$ cat src/rtl/sdc_pkg.sv
// Shared types and constants for the SD controller Wishbone arbiter slice.
package sdc_pkg;

  typedef enum logic [1:0] {
    IDLE = 2'd0,
    GNT0 = 2'd1,
    GNT1 = 2'd2
  } arb_state_e;

  localparam int TIMEOUT_DEFAULT = 255;
  localparam int WAIT_CNT_W      = 16;

  // Counter value at which the forced error fires (counter starts at 0 on the first strobe cycle).
  function automatic logic [WAIT_CNT_W-1:0] timeout_limit(input int unsigned timeout);
    return WAIT_CNT_W'(timeout - 32'd1);
  endfunction

endpackage

$ cat src/rtl/sdc_wb_timeout.sv
// Slave wait counter: counts strobe cycles without ack and flags the cycle that must be errored.
module sdc_wb_timeout
  import sdc_pkg::*;
#(
  parameter int TIMEOUT = TIMEOUT_DEFAULT
) (
  input  logic aclk,
  input  logic aresetn,
  input  logic i_stb,
  input  logic i_ack,
  output logic o_timeout
);

  localparam logic [WAIT_CNT_W-1:0] LP_LIMIT = timeout_limit(TIMEOUT);

  logic [WAIT_CNT_W-1:0] r_cnt;
  logic                  w_expired;

  // An ack in the limit cycle wins, so the expiry term requires ack low.
  assign w_expired = i_stb && !i_ack && (r_cnt == LP_LIMIT);
  assign o_timeout = w_expired;

  // Wait counter: restarts on idle strobe, ack, or the forced-error cycle.
  always_ff @(posedge aclk or negedge aresetn) begin
    if (!aresetn) begin
      r_cnt <= '0;
    end else if (!i_stb || i_ack || w_expired) begin
      r_cnt <= '0;
    end else begin
      r_cnt <= r_cnt + 16'd1;
    end
  end

endmodule

$ cat src/rtl/sdc_wb_arbiter.sv
// Two-requester classic Wishbone arbiter in front of the SD controller register port,
// with round-robin tie break and a slave-ack timeout that errors the granted requester.
module sdc_wb_arbiter
  import sdc_pkg::*;
#(
  parameter int AW      = 30,
  parameter int DW      = 32,
  parameter int TIMEOUT = TIMEOUT_DEFAULT
) (
  input  logic              aclk,
  input  logic              aresetn,
  input  logic              m0_cyc,
  input  logic              m0_stb,
  input  logic              m0_we,
  input  logic [AW-1:0]     m0_adr,
  input  logic [DW-1:0]     m0_dat_i,
  input  logic [DW/8-1:0]   m0_sel,
  output logic              m0_ack,
  output logic              m0_err,
  output logic [DW-1:0]     m0_dat_o,
  input  logic              m1_cyc,
  input  logic              m1_stb,
  input  logic              m1_we,
  input  logic [AW-1:0]     m1_adr,
  input  logic [DW-1:0]     m1_dat_i,
  input  logic [DW/8-1:0]   m1_sel,
  output logic              m1_ack,
  output logic              m1_err,
  output logic [DW-1:0]     m1_dat_o,
  output logic              s_cyc,
  output logic              s_stb,
  output logic              s_we,
  output logic [AW-1:0]     s_adr,
  output logic [DW-1:0]     s_dat_o,
  output logic [DW/8-1:0]   s_sel,
  input  logic              s_ack,
  input  logic [DW-1:0]     s_dat_i
);

  arb_state_e r_state;
  arb_state_e w_state_nxt;
  logic       r_last_m1;
  logic       w_last_m1_nxt;
  logic       r_lock0;
  logic       r_lock1;
  logic       w_lock0_nxt;
  logic       w_lock1_nxt;
  logic       w_req0;
  logic       w_req1;
  logic       w_gnt_stb;
  logic       w_timeout;

  // A requester that was timed out must drop cyc before it may compete again.
  assign w_req0 = m0_cyc && !r_lock0;
  assign w_req1 = m1_cyc && !r_lock1;

  assign m0_dat_o = s_dat_i;
  assign m1_dat_o = s_dat_i;

  // Raw strobe of the granted requester, before any timeout masking.
  always_comb begin
    w_gnt_stb = 1'b0;
    case (r_state)
      GNT0:    w_gnt_stb = m0_stb;
      GNT1:    w_gnt_stb = m1_stb;
      default: w_gnt_stb = 1'b0;
    endcase
  end

  sdc_wb_timeout #(
    .TIMEOUT (TIMEOUT)
  ) u_timeout (
    .aclk      (aclk),
    .aresetn   (aresetn),
    .i_stb     (w_gnt_stb),
    .i_ack     (s_ack),
    .o_timeout (w_timeout)
  );

  // Arbitration state, last-granted pointer and timeout lockout flags.
  always_ff @(posedge aclk or negedge aresetn) begin
    if (!aresetn) begin
      r_state   <= IDLE;
      r_last_m1 <= 1'b1;
      r_lock0   <= 1'b0;
      r_lock1   <= 1'b0;
    end else begin
      r_state   <= w_state_nxt;
      r_last_m1 <= w_last_m1_nxt;
      r_lock0   <= w_lock0_nxt;
      r_lock1   <= w_lock1_nxt;
    end
  end

  // Next-state: grants only from IDLE, so every hand-over passes through one dead cycle.
  always_comb begin
    w_state_nxt   = r_state;
    w_last_m1_nxt = r_last_m1;
    w_lock0_nxt   = m0_cyc ? r_lock0 : 1'b0;
    w_lock1_nxt   = m1_cyc ? r_lock1 : 1'b0;
    case (r_state)
      IDLE: begin
        if (w_req0 && w_req1) begin
          if (r_last_m1) begin
            w_state_nxt   = GNT0;
            w_last_m1_nxt = 1'b0;
          end else begin
            w_state_nxt   = GNT1;
            w_last_m1_nxt = 1'b1;
          end
        end else if (w_req0) begin
          w_state_nxt   = GNT0;
          w_last_m1_nxt = 1'b0;
        end else if (w_req1) begin
          w_state_nxt   = GNT1;
          w_last_m1_nxt = 1'b1;
        end else begin
          w_state_nxt = IDLE;
        end
      end
      GNT0: begin
        if (w_timeout) begin
          w_state_nxt = IDLE;
          w_lock0_nxt = 1'b1;
        end else if (!m0_cyc) begin
          w_state_nxt = IDLE;
        end else begin
          w_state_nxt = GNT0;
        end
      end
      GNT1: begin
        if (w_timeout) begin
          w_state_nxt = IDLE;
          w_lock1_nxt = 1'b1;
        end else if (!m1_cyc) begin
          w_state_nxt = IDLE;
        end else begin
          w_state_nxt = GNT1;
        end
      end
      default: begin
        w_state_nxt = IDLE;
      end
    endcase
  end

  // Zero-cycle forwarding of the granted requester; the timeout cycle masks cyc/stb.
  always_comb begin
    s_cyc   = 1'b0;
    s_stb   = 1'b0;
    s_we    = 1'b0;
    s_adr   = '0;
    s_dat_o = '0;
    s_sel   = '0;
    m0_ack  = 1'b0;
    m0_err  = 1'b0;
    m1_ack  = 1'b0;
    m1_err  = 1'b0;
    case (r_state)
      GNT0: begin
        s_cyc   = m0_cyc && !w_timeout;
        s_stb   = m0_stb && !w_timeout;
        s_we    = m0_we;
        s_adr   = m0_adr;
        s_dat_o = m0_dat_i;
        s_sel   = m0_sel;
        m0_ack  = s_ack;
        m0_err  = w_timeout;
      end
      GNT1: begin
        s_cyc   = m1_cyc && !w_timeout;
        s_stb   = m1_stb && !w_timeout;
        s_we    = m1_we;
        s_adr   = m1_adr;
        s_dat_o = m1_dat_i;
        s_sel   = m1_sel;
        m1_ack  = s_ack;
        m1_err  = w_timeout;
      end
      default: begin
        s_cyc = 1'b0;
        s_stb = 1'b0;
      end
    endcase
  end

endmodule

$ cat config.mk
export PLATFORM = sky130hd
export DESIGN_NAME = sdc_wb_arbiter
export DESIGN_NICKNAME = d
export VERILOG_FILES = /design/src/rtl/sdc_pkg.sv /design/src/rtl/sdc_wb_timeout.sv /design/src/rtl/sdc_wb_arbiter.sv
export SDC_FILE = /design/constraint.sdc
export NUM_CORES = 1
export LEC_CHECK = 0
export ABC_AREA = 1
export BUFFER_PORTS_ARGS = -buffer_cell sky130_fd_sc_hd__buf_2
export CAP_MARGIN = 30
export CORE_AREA = 2 2 120 122
export CTS_CLUSTER_DIAMETER = 200
export DETAILED_ROUTE_END_ITERATION = 16
export DIE_AREA = 0 0 122 124
export MAX_ROUTING_LAYER = met4
export PLACE_DENSITY = 0.53
export SLEW_MARGIN = 20
export SYNTH_ARGS = -nofsm -noshare
export SYNTH_HDL_FRONTEND = slang
export SYNTH_HIERARCHICAL = 1
export SYNTH_SLANG_ARGS = --single-unit
$ cat constraint.sdc
create_clock -name aclk -period 3.3 [get_ports aclk]
set_clock_uncertainty 0.2 [all_clocks]
set_input_delay 0.66 -clock aclk [delete_from_list [all_inputs] [get_ports aclk]]
set_output_delay 0.66 -clock aclk [all_outputs]
set_load 0.02 [all_outputs]
==> results.toml <==
[global_routing]
grt.busiest_layer = "met2"
antenna_found_initial = 0
grtUsageMet2_pct = 24.5
overflow = 0
grtUsageMet1_pct = 20.3
grt_pass1_wl_mm = 18.3
grt_use_total_pct = 16.7
first_global_vias = 2984
grt_max_degree = 72
use_met3_pct = 9.39

[die]
die_area_um2 = 15100
die_x_um = 122
die_h_um = 124
core_um2 = 13700
start_util_pct = 20.4
ios = 310
fp-row-count = 43

[worst_setup_path]
max_stage_delay_ps = 580
crit_fanout = 71
r2r_slack_ps = 1480
critPathLaunchType = "register"
slowest_stage = "buf_4"
crit_start = "r_state[0]$_DFF_PN0_"
cp.arrival_ps = 2190
cp.required_ps = 2440
cp-end-kind = "primary output"
r2r_end = "r_state[0]$_DFF_PN0_"
path_cells = "inv_1 > ha_2 > buf_4 > nand2_1 > a21oi_1 > buf_2"
r2r_cells = 10
rr_startpoint = "r_state[1]$_DFF_PN0_"
path_class = "register to primary output"

[drt]
viasPerCell = 4.26
dr.pass1.iters = 4
ant_nets = 0
drt_iter0_markers = 134
wl_per_cell_um = 17.5
wl_mm = 13.5
vias = 3272
drc = 0

[logic_synthesis]
ys_top_cells_by_area = "nand2_1 24%, dfrtp_1 18%, buf_4 17%"
ys_seq_elements = 21
avgSynthCellArea_um2 = 6.14
syn_area_um2 = 2790
yosys.area.top_type_share_pct = 24.1
synth_ff_type = "dfrtp_1"
synth_edf_count = 0
async_flop_share_pct = 100
synth_seq_area_share_pct = 18.9
synth_most_common_cell = "nand2_1"
yosysWarnings = 6
synth_top_cell_by_area = "nand2_1"
synth_cells = 455
synth_nets = 634
yosys-top-cells-count = "179 x nand2_1, 70 x a21oi_1, 64 x buf_4"
yosysUniqueCellTypes = 28

[clock_network]
root_buffer = "clkbuf_16"
post_cts_resized = 0
cts_tree = "yes"
postCtsSetupRepairBufs = 0
cts_buffers = 3
clockBufferDepth = 2
clock_latency_ps = 250
cts_sinks = 21
cts_hold_buf = 0
htree_levels = 1
clkTransAtPathRegs_ps = 60

[placement]
place_hpwl_mm = 11.3
gp_congestion = 0.785
io_buffers = 213

[pwr]
pwr_density_cell_nw_per_um2 = 712
vdd_drop_max_uv = 473
power_leakage_uw = 0.00178
finalPower_uw = 2490

[worst_hold_path]
holdCritPathClass = "primary input to async pin"

[cells_and_area]
syn2layout_area_growth_pct = 25.4
num_antenna_cells = 0
nets = 768
final_layout_size_suffix_gt1_share_pct = 39.3

[sta]
period_needed_ps = 3050
rsz0062_at_grt = "no"
maxSlewHeadroom_pct = 49.3
max_freq_ghz = 0.328
period_share_pct = 92.3
slew_viol_final = 0
tightestPinTransition_ps = 760
hold_violations = 0
finalSetupViolations = 0
tns_ps = 0

[run_status]
status = "complete, no violations"

[run]
max_cap_viol_count = 0
## cell usage in the layout, fill, tap and decap left out
cell type | synthesis | routed
ha_2 | 0 | 2
buf_12 | 0 | 1
nand4_1 | 4 | 4
inv_1 | 21 | 21
nand3_2 | 2 | 2
nand2_2 | 1 | 1
a211oi_1 | 1 | 1
dfstp_2 | 1 | 1
nor3_1 | 1 | 1
nor2_1 | 36 | 36
buf_4 | 64 | 3
clkbuf_1 | 5 | 1
xnor2_1 | 3 | 3
o21bai_1 | 3 | 3
clkbuf_16 | 0 | 3
a21oi_2 | 2 | 2
dfrtp_1 | 20 | 20
nand2_1 | 179 | 179
buf_2 | 2 | 213
a21oi_1 | 70 | 70
o21ai_1 | 1 | 1
ha_1 | 6 | 4
nand3_4 | 1 | 1
xor2_1 | 5 | 5
inv_2 | 1 | 1
o22ai_1 | 1 | 1
nor2_2 | 1 | 1
nand3_1 | 7 | 7
## report_power, final
part	switching, µW	total [µW]	leakage (µW)	internal, µW
Clock	90.8	255	0.0000382	165
Combinational	1410	1940	0.00145	525
Sequential	16.6	299	0.000288	282
## state kept, by name, summed over array words and instances (netlist names)
signal,cells
r_state,2
r_lock0,1
r_lock1,1
u_timeout/r_cnt,16
r_last_m1,1
## critical path, delay by kind of cell, from the launching register on
family | cells | cell delay, ps
AOI/OAI and AO/OA | 1 | 290
adders and majority gates | 1 | 170
buffers and inverters | 3 | 900
and+or+nand+nor | 1 | 130
DFF | 1 | 400
## worst max-delay path by stage
stage | endpoint | slack, ps | cells after the start
2_1_floorplan | s_cyc | 680 | 11
3_3_place_gp | s_dat_o[12] | 490 | 6
3_5_place_dp | s_dat_o[12] | 520 | 6
4_1_cts | s_dat_o[12] | 240 | 6
5_1_grt | s_dat_o[12] | 80 | 6
6_report | s_dat_o[12] | 250 | 6
## kinds of logic after synthesis
| kind of cell | after synthesis | share of synthesized area, % |
|---|---|---|
| XOR/XNOR | 8 | 2.51 |
| buffers and inverters | 110 | 28.3 |
| adder cells (fa/ha/maj) | 6 | 2.69 |
| AO/OA/AOI/OAI | 78 | 14.7 |
| flip-flops | 21 | 18.9 |
| AND/OR/NAND/NOR | 232 | 33.0 |
## metal layers
| layer | vias up | wire [µm] |
|---|---|---|
| li1 | 1628 | - |
| met1 | 1421 | 5370 |
| met2 | 211 | 5790 |
| met3 | 12 | 2100 |
| met4 | 0 | 212 |
| met5 | - | 0 |
## layout make-up
type,instances,area [µm²]
multi-input cells,324,1480
repair buffers,217,1110
fillers,1615,10200
well taps,180,225
flip-flops and latches,21,527
inverters,22,82.6
clock buffers,4,78.8
## per-stage QoR
stage          worst slack, ps  std cells  hold slack, ps  utilization (%)  instance area [µm²]
2_1_floorplan              685        455             164                -                 2790
3_3_place_gp               494        764             252             25.0                 3420
3_5_place_dp               519        764             256             25.0                 3420
4_1_cts                    241        768             186             25.5                 3500
5_1_grt                   83.6        768             211             25.5                 3500
6_report                   255        768             169             25.5                 3500
Note: power is estimated with default switching activity, not from simulation.
